===== src/rtl/irq_ctrl.sv =====
// irq_ctrl: programmable interrupt controller with mask, edge/level mode and fixed priority
//   clk/reset : clock, asynchronous active-high reset
//   Addr/WE/Din/Dout : word-addressed register port (Addr[3:2]: MASK, MODE, PEND, STAT/EOI)
//   irq_in : raw (possibly asynchronous) requests, index 0 highest priority
//   HWInt  : one-hot in-service source, zero when idle
module irq_ctrl #(
    parameter int N_SRC = 6
) (
    input  logic             clk,
    input  logic             reset,
    input  logic [29:0]      Addr,
    input  logic             WE,
    input  logic [31:0]      Din,
    output logic [31:0]      Dout,
    input  logic [N_SRC-1:0] irq_in,
    output logic [N_SRC-1:0] HWInt
);
    typedef enum logic {IDLE, SERVICE} state_t;
    state_t state_q, state_d;
    logic [N_SRC-1:0] s1_q, s2_q, s3_q;
    logic [N_SRC-1:0] mask_q, mask_d, mode_q, mode_d, pend_q, pend_d, hw_q, hw_d;
    logic [N_SRC-1:0] active, claim, clr, rise;
    logic [2:0] id_q, id_d, idx;
    logic wr_mask, wr_mode, wr_pend, wr_eoi;
    logic unused_ok;
    assign unused_ok = ^{Addr[29:4], Addr[1:0], Din[31:N_SRC]};
    assign wr_mask = WE && Addr[3:2] == 2'd0;
    assign wr_mode = WE && Addr[3:2] == 2'd1;
    assign wr_pend = WE && Addr[3:2] == 2'd2;
    assign wr_eoi  = WE && Addr[3:2] == 2'd3;
    assign active = pend_q & mask_q;
    assign rise = s2_q & ~s3_q;
    assign HWInt = hw_q;
    always_comb begin
        idx = '0;
        for (int i = N_SRC - 1; i >= 0; i--)
            if (active[i]) idx = 3'(i);
    end
    always_comb begin
        state_d = state_q;
        id_d = id_q;
        hw_d = hw_q;
        claim = '0;
        if (state_q == IDLE) begin
            if (|active) begin
                // isolate lowest set bit = highest-priority active source
                claim = active & (~active + 1'b1);
                state_d = SERVICE;
                id_d = idx;
                hw_d = claim;
            end
        end else if (wr_eoi) begin
            state_d = IDLE;
            hw_d = '0;
        end
    end
    always_comb begin
        mask_d = wr_mask ? Din[N_SRC-1:0] : mask_q;
        mode_d = wr_mode ? Din[N_SRC-1:0] : mode_q;
        clr = (wr_pend ? Din[N_SRC-1:0] : '0) | claim;
        // level bits follow s2 (a level->edge switch clears except for a fresh edge);
        // edge bits set on rise, which wins over W1C/claim clears
        pend_d = (~mode_q & ((mode_d & rise) | (~mode_d & s2_q)))
               | (mode_q & (rise | (pend_q & ~clr)));
    end
    always_comb
        Dout = Addr[3:2] == 2'd0 ? 32'(mask_q) :
               Addr[3:2] == 2'd1 ? 32'(mode_q) :
               Addr[3:2] == 2'd2 ? 32'(pend_q) :
               {state_q == SERVICE, 28'b0, id_q};
    always_ff @(posedge clk or posedge reset) begin
        if (reset) begin
            state_q <= IDLE;
            s1_q <= '0;
            s2_q <= '0;
            s3_q <= '0;
            mask_q <= '0;
            mode_q <= '0;
            pend_q <= '0;
            hw_q <= '0;
            id_q <= '0;
        end else begin
            state_q <= state_d;
            s1_q <= irq_in;
            s2_q <= s1_q;
            s3_q <= s2_q;
            mask_q <= mask_d;
            mode_q <= mode_d;
            pend_q <= pend_d;
            hw_q <= hw_d;
            id_q <= id_d;
        end
    end
endmodule


===== config.mk =====
export PLATFORM = sky130hd
export DESIGN_NAME = irq_ctrl
export DESIGN_NICKNAME = d
export VERILOG_FILES = /design/src/rtl/irq_ctrl.sv
export SDC_FILE = /design/constraint.sdc
export NUM_CORES = 1
export LEC_CHECK = 0
export ABC_CLOCK_PERIOD_IN_PS = 1800
export CORE_MARGIN = 2
export CORE_UTILIZATION = 41
export CTS_BUF_LIST = sky130_fd_sc_hd__clkbuf_4 sky130_fd_sc_hd__clkbuf_8
export CTS_CLUSTER_SIZE = 16
export DETAILED_ROUTE_END_ITERATION = 8
export PLACE_DENSITY = 0.82
export SLEW_MARGIN = 20
export SYNTH_ARGS = -nofsm -noshare
export SYNTH_HDL_FRONTEND = slang
export SYNTH_SLANG_ARGS = --single-unit

===== constraint.sdc =====
create_clock -name clk -period 1.8 [get_ports clk]
set_clock_uncertainty 0.1 [all_clocks]
set_input_delay 0.27 -clock clk [delete_from_list [all_inputs] [get_ports clk]]
set_output_delay 0.27 -clock clk [all_outputs]
set_load 0.02 [all_outputs]

==> flow_summary.yaml, run 1 <==
critical_path:
  setup.worst_path.end_class: "primary output"
  cp_slowest_stage_delay_ps: 500
  startpoint_type: "register"
  r2r_end: "HWInt[3]$_DFFE_PP0P_"
  required_ps: 1430
  path_max_fanout: 2
  crit_family: "multiplexers"
  arrival_ps: 1340
  reg2reg_slack_ps: 230
  worst-path-buf-inv: 1
  rr_worst_depth: 5
  path_cells: "mux4_2, buf_6"
  critical_path_class: "register to primary output"
  rr_startpoint: "pend_q[2]$_DFF_PP0_"
  critPathSlowestCell: "mux4_2"
timing:
  hold_violations: 0
  drv_slew: 0
  hold_ws_ps: 216
  rsz0062_at_grt: "no"
  fin_crit_sh_pct: 95.0
  finalSetupViolations: 0
  clock.fmax_mhz: 585
  min_period_ps: 1710
grt:
  grt_max_degree: 47
  grt_pass1_vias: 1400
  antenna_found_initial: 0
  grtUsageTotal_pct: 15.6
  grt_overflow: 0
  grt_pass1_wl_um: 7130
final_layout:
  fill_cells: 452
  drive_gt1_share_pct: 29.3
  synthToLayoutAreaGrowth_pct: 26.0
  nNetsFinal: 295
  antenna_cells: 0
clock_tree:
  root_buffer: "clkbuf_8"
  cts_tree: "yes"
  cts_sinks: 46
  cts_buffers: 5
  clk_path_buf_depth: 2
  clock_latency_ps: 300
  clk_pin_slew_ps: 80
  h-tree-depth: 2
routing:
  drcViolationCount: 0
  dr.first_iter.drc_count: 92
  wl_per_cell_um: 14.8
  drtAntennaViolNets: 0
  drt_wl_total_um: 4360
  routed-via-count: 1451
  via_per_inst: 4.92
  firstDrtPassIters: 4
power:
  combPwrFrac_pct: 31.0
  p_per_area_nw_per_um2: 1060
  clkPwrFrac_pct: 24.6
  leakage_nw: 1.31
  power.share.switching_pct: 30.3
  switchingPower_mw: 0.882
  ir_drop_v: 0.000571
  total_power_mw: 2.91
  internal_power_mw: 2.02
  power_frac_seq_pct: 44.4
floorplanning:
  die_w_um: 76.9
  initial_utilization_pct: 42.6
  coreArea_um2: 5110
  ios: 109
  fp.dieH_um: 76.9
  placement_rows: 26
  dieArea_um2: 5910
placed_design:
  gp_congestion: 0.749
  port_buffers: 29
  dp_hpwl_um: 3120
logic_synthesis:
  synth_cells: 169
  ys_warn_count: 0
  synth_top_area_share_pct: 52.9
  netlist_area_um2: 2180
  ys_types: 38
  ys_ff_latch: 46
  seq_area_frac_synth_pct: 52.9
  yosysTopAreaCell: "dfrtp_1"
  yosys-top-cells-area: "dfrtp_1 (53%), buf_4 (9.0%), mux2_2 (6.2%), nand2_1 (3.5%), mux4_2 (3.1%)"
  syn_area_per_cell_um2: 12.9
flow_run:
  cap_violations: 0
worst_hold_path:
  hp-class: "input port to asynchronous set/reset pin"
run_status:
  outcome: "finished clean"
==> placed cells by master (no fill, tap or decap), types with 2 or more instances in the layout <==
| master | Yosys | routed |
|---|---|---|
| dfrtp_1 | 46 | 46 |
| conb_1 | 1 | 25 |
| nand2_1 | 20 | 20 |
| clkdlybuf4s50_1 | 0 | 20 |
| buf_4 | 26 | 20 |
| mux2_2 | 12 | 12 |
| clkbuf_8 | 2 | 8 |
| a21o_1 | 7 | 7 |
| buf_2 | 1 | 5 |
| o21ai_0 | 5 | 4 |
| a22o_1 | 4 | 4 |
| mux2i_1 | 3 | 3 |
| mux4_2 | 3 | 3 |
| a21oi_1 | 3 | 3 |
| a32o_1 | 3 | 3 |
| buf_12 | 0 | 3 |
| and3b_1 | 2 | 2 |
| a22oi_4 | 2 | 2 |
| nor2_1 | 2 | 2 |
| and2_2 | 2 | 2 |
| a221oi_1 | 2 | 2 |
| inv_1 | 3 | 2 |
| nand4_1 | 2 | 2 |
| o2bb2ai_1 | 2 | 2 |
| buf_6 | 1 | 2 |
==> cell type report <==
class                      count  area (um^2)  share of cell area (%)
tap                           70         87.6                    3.19
clock buffer                   8          110                    4.02
timing repair buffer          54          509                    18.6
sequential                    46         1150                    42.0
inverter                       3         11.3                   0.411
multi-input combinational    114          872                    31.8
==> repair_timing <==
action / 4_1_cts / 5_1_grt
hold endpoints to repair: 0 / 0
setup buffers: 1 / 0
cloned: 0 / 1
gates resized for setup: 35 / 3
endpoints found under the setup margin: 7 / 4
hold buffers: 0 / 0
==> worst max path at each step <==
| stage | startpoint | endpoint | cells after the start |
|---|---|---|---|
| after floorplan | reset | HWInt[0]$_DFFE_PP0P_ | 1 |
| after CTS | Addr[2] | Dout[5] | 5 |
| final | id_q[2]$_DFFE_PP0P_ | Dout[2] | 2 |
| after detailed placement | Addr[3] | Dout[5] | 6 |
| after global routing | id_q[2]$_DFFE_PP0P_ | Dout[2] | 2 |
| after global placement | Addr[3] | Dout[2] | 4 |
==> metrics by stage <==
step	utilization, %	cells	instance area, um^2	worst slack, ps	setup TNS [ps]
after floorplan	-	193	2270	342	0
after global placement	51.2	285	2620	-541	-6080
after detailed placement	51.2	285	2620	-522	-6620
after CTS	53.2	294	2720	2.23	0
after global routing	53.7	295	2740	40.2	0
final	53.7	295	2740	90.6	0
==> synthesized netlist by cell type <==
cell type	count
nand4_4	1
a21oi_4	1
a221oi_1	2
and2_2	2
a22oi_4	2
nor3b_4	1
a2bb2o_4	1
a21boi_4	1
mux2i_1	3
buf_4	26
nand4_1	2
o2111ai_1	1
buf_2	1
o22a_1	1
o21ai_0	5
and3_2	1
dfrtp_1	46
a32o_1	3
o2bb2ai_1	2
a21o_1	7
conb_1	1
a22o_1	4
mux4_2	3
a32oi_1	1
a21bo_1	1
and3_1	1
a21oi_1	3
nand4b_1	1
o21a_1	1
nand2_1	20
and3b_1	2
mux2_2	12
a22oi_1	1
clkbuf_8	2
inv_1	3
buf_6	1
nor2b_1	1
nor2_1	2
==> metal layers <==
metal	share of wire, %	vias up	wire length, um	global-route usage (%)
met4	1.9	0	84	6.00
met5	0	-	0	0
met3	5.3	8	233	3.53
met2	52	47	2260	26.3
li1	-	665	-	-
met1	41	731	1780	19.4
==> power by group through the flow <==
stage,Clock (mW),Combinational (mW),Sequential [mW]
4_1_cts,0.733,0.896,1.29
2_1_floorplan,0,0.517,1.36
3_3_place_gp,0,0.884,1.31
3_5_place_dp,0,0.909,1.31
5_1_grt,0.772,0.970,1.31
6_report,0.714,0.901,1.29
==> tightest hold or removal path, delay by kind of cell <==
kind | cells | cell delay [ps]
buffers and inverters | 3 | 710
==> logic make-up (layout without fill, tap and decap cells) <==
kind of cell / count (synthesis) / count (layout) / synth area share (%)
AOI/OAI and AO/OA: 37 / 37 / 15.7
buffers and inverters: 33 / 65 / 11.5
DFF: 46 / 46 / 52.9
muxes: 18 / 18 / 10.7
other: 1 / 25 / 0.172
and+or+nand+nor: 34 / 34 / 9.03
==> sequential cells by signal (all words and copies together) (netlist names) <==
signal / flops
s3_q: 6
mask_q: 6
id_q: 3
mode_q: 6
s2_q: 6
pend_q: 6
s1_q: 6
HWInt: 6
state_q: 1
(Power assumes the default switching activity.)
==> run 2: changes to the inputs <==
GPL_ROUTABILITY_DRIVEN = 0   (was unset)
==> results of run 2 <==
Final layout, timing and power as in run 1 (identical DEF).
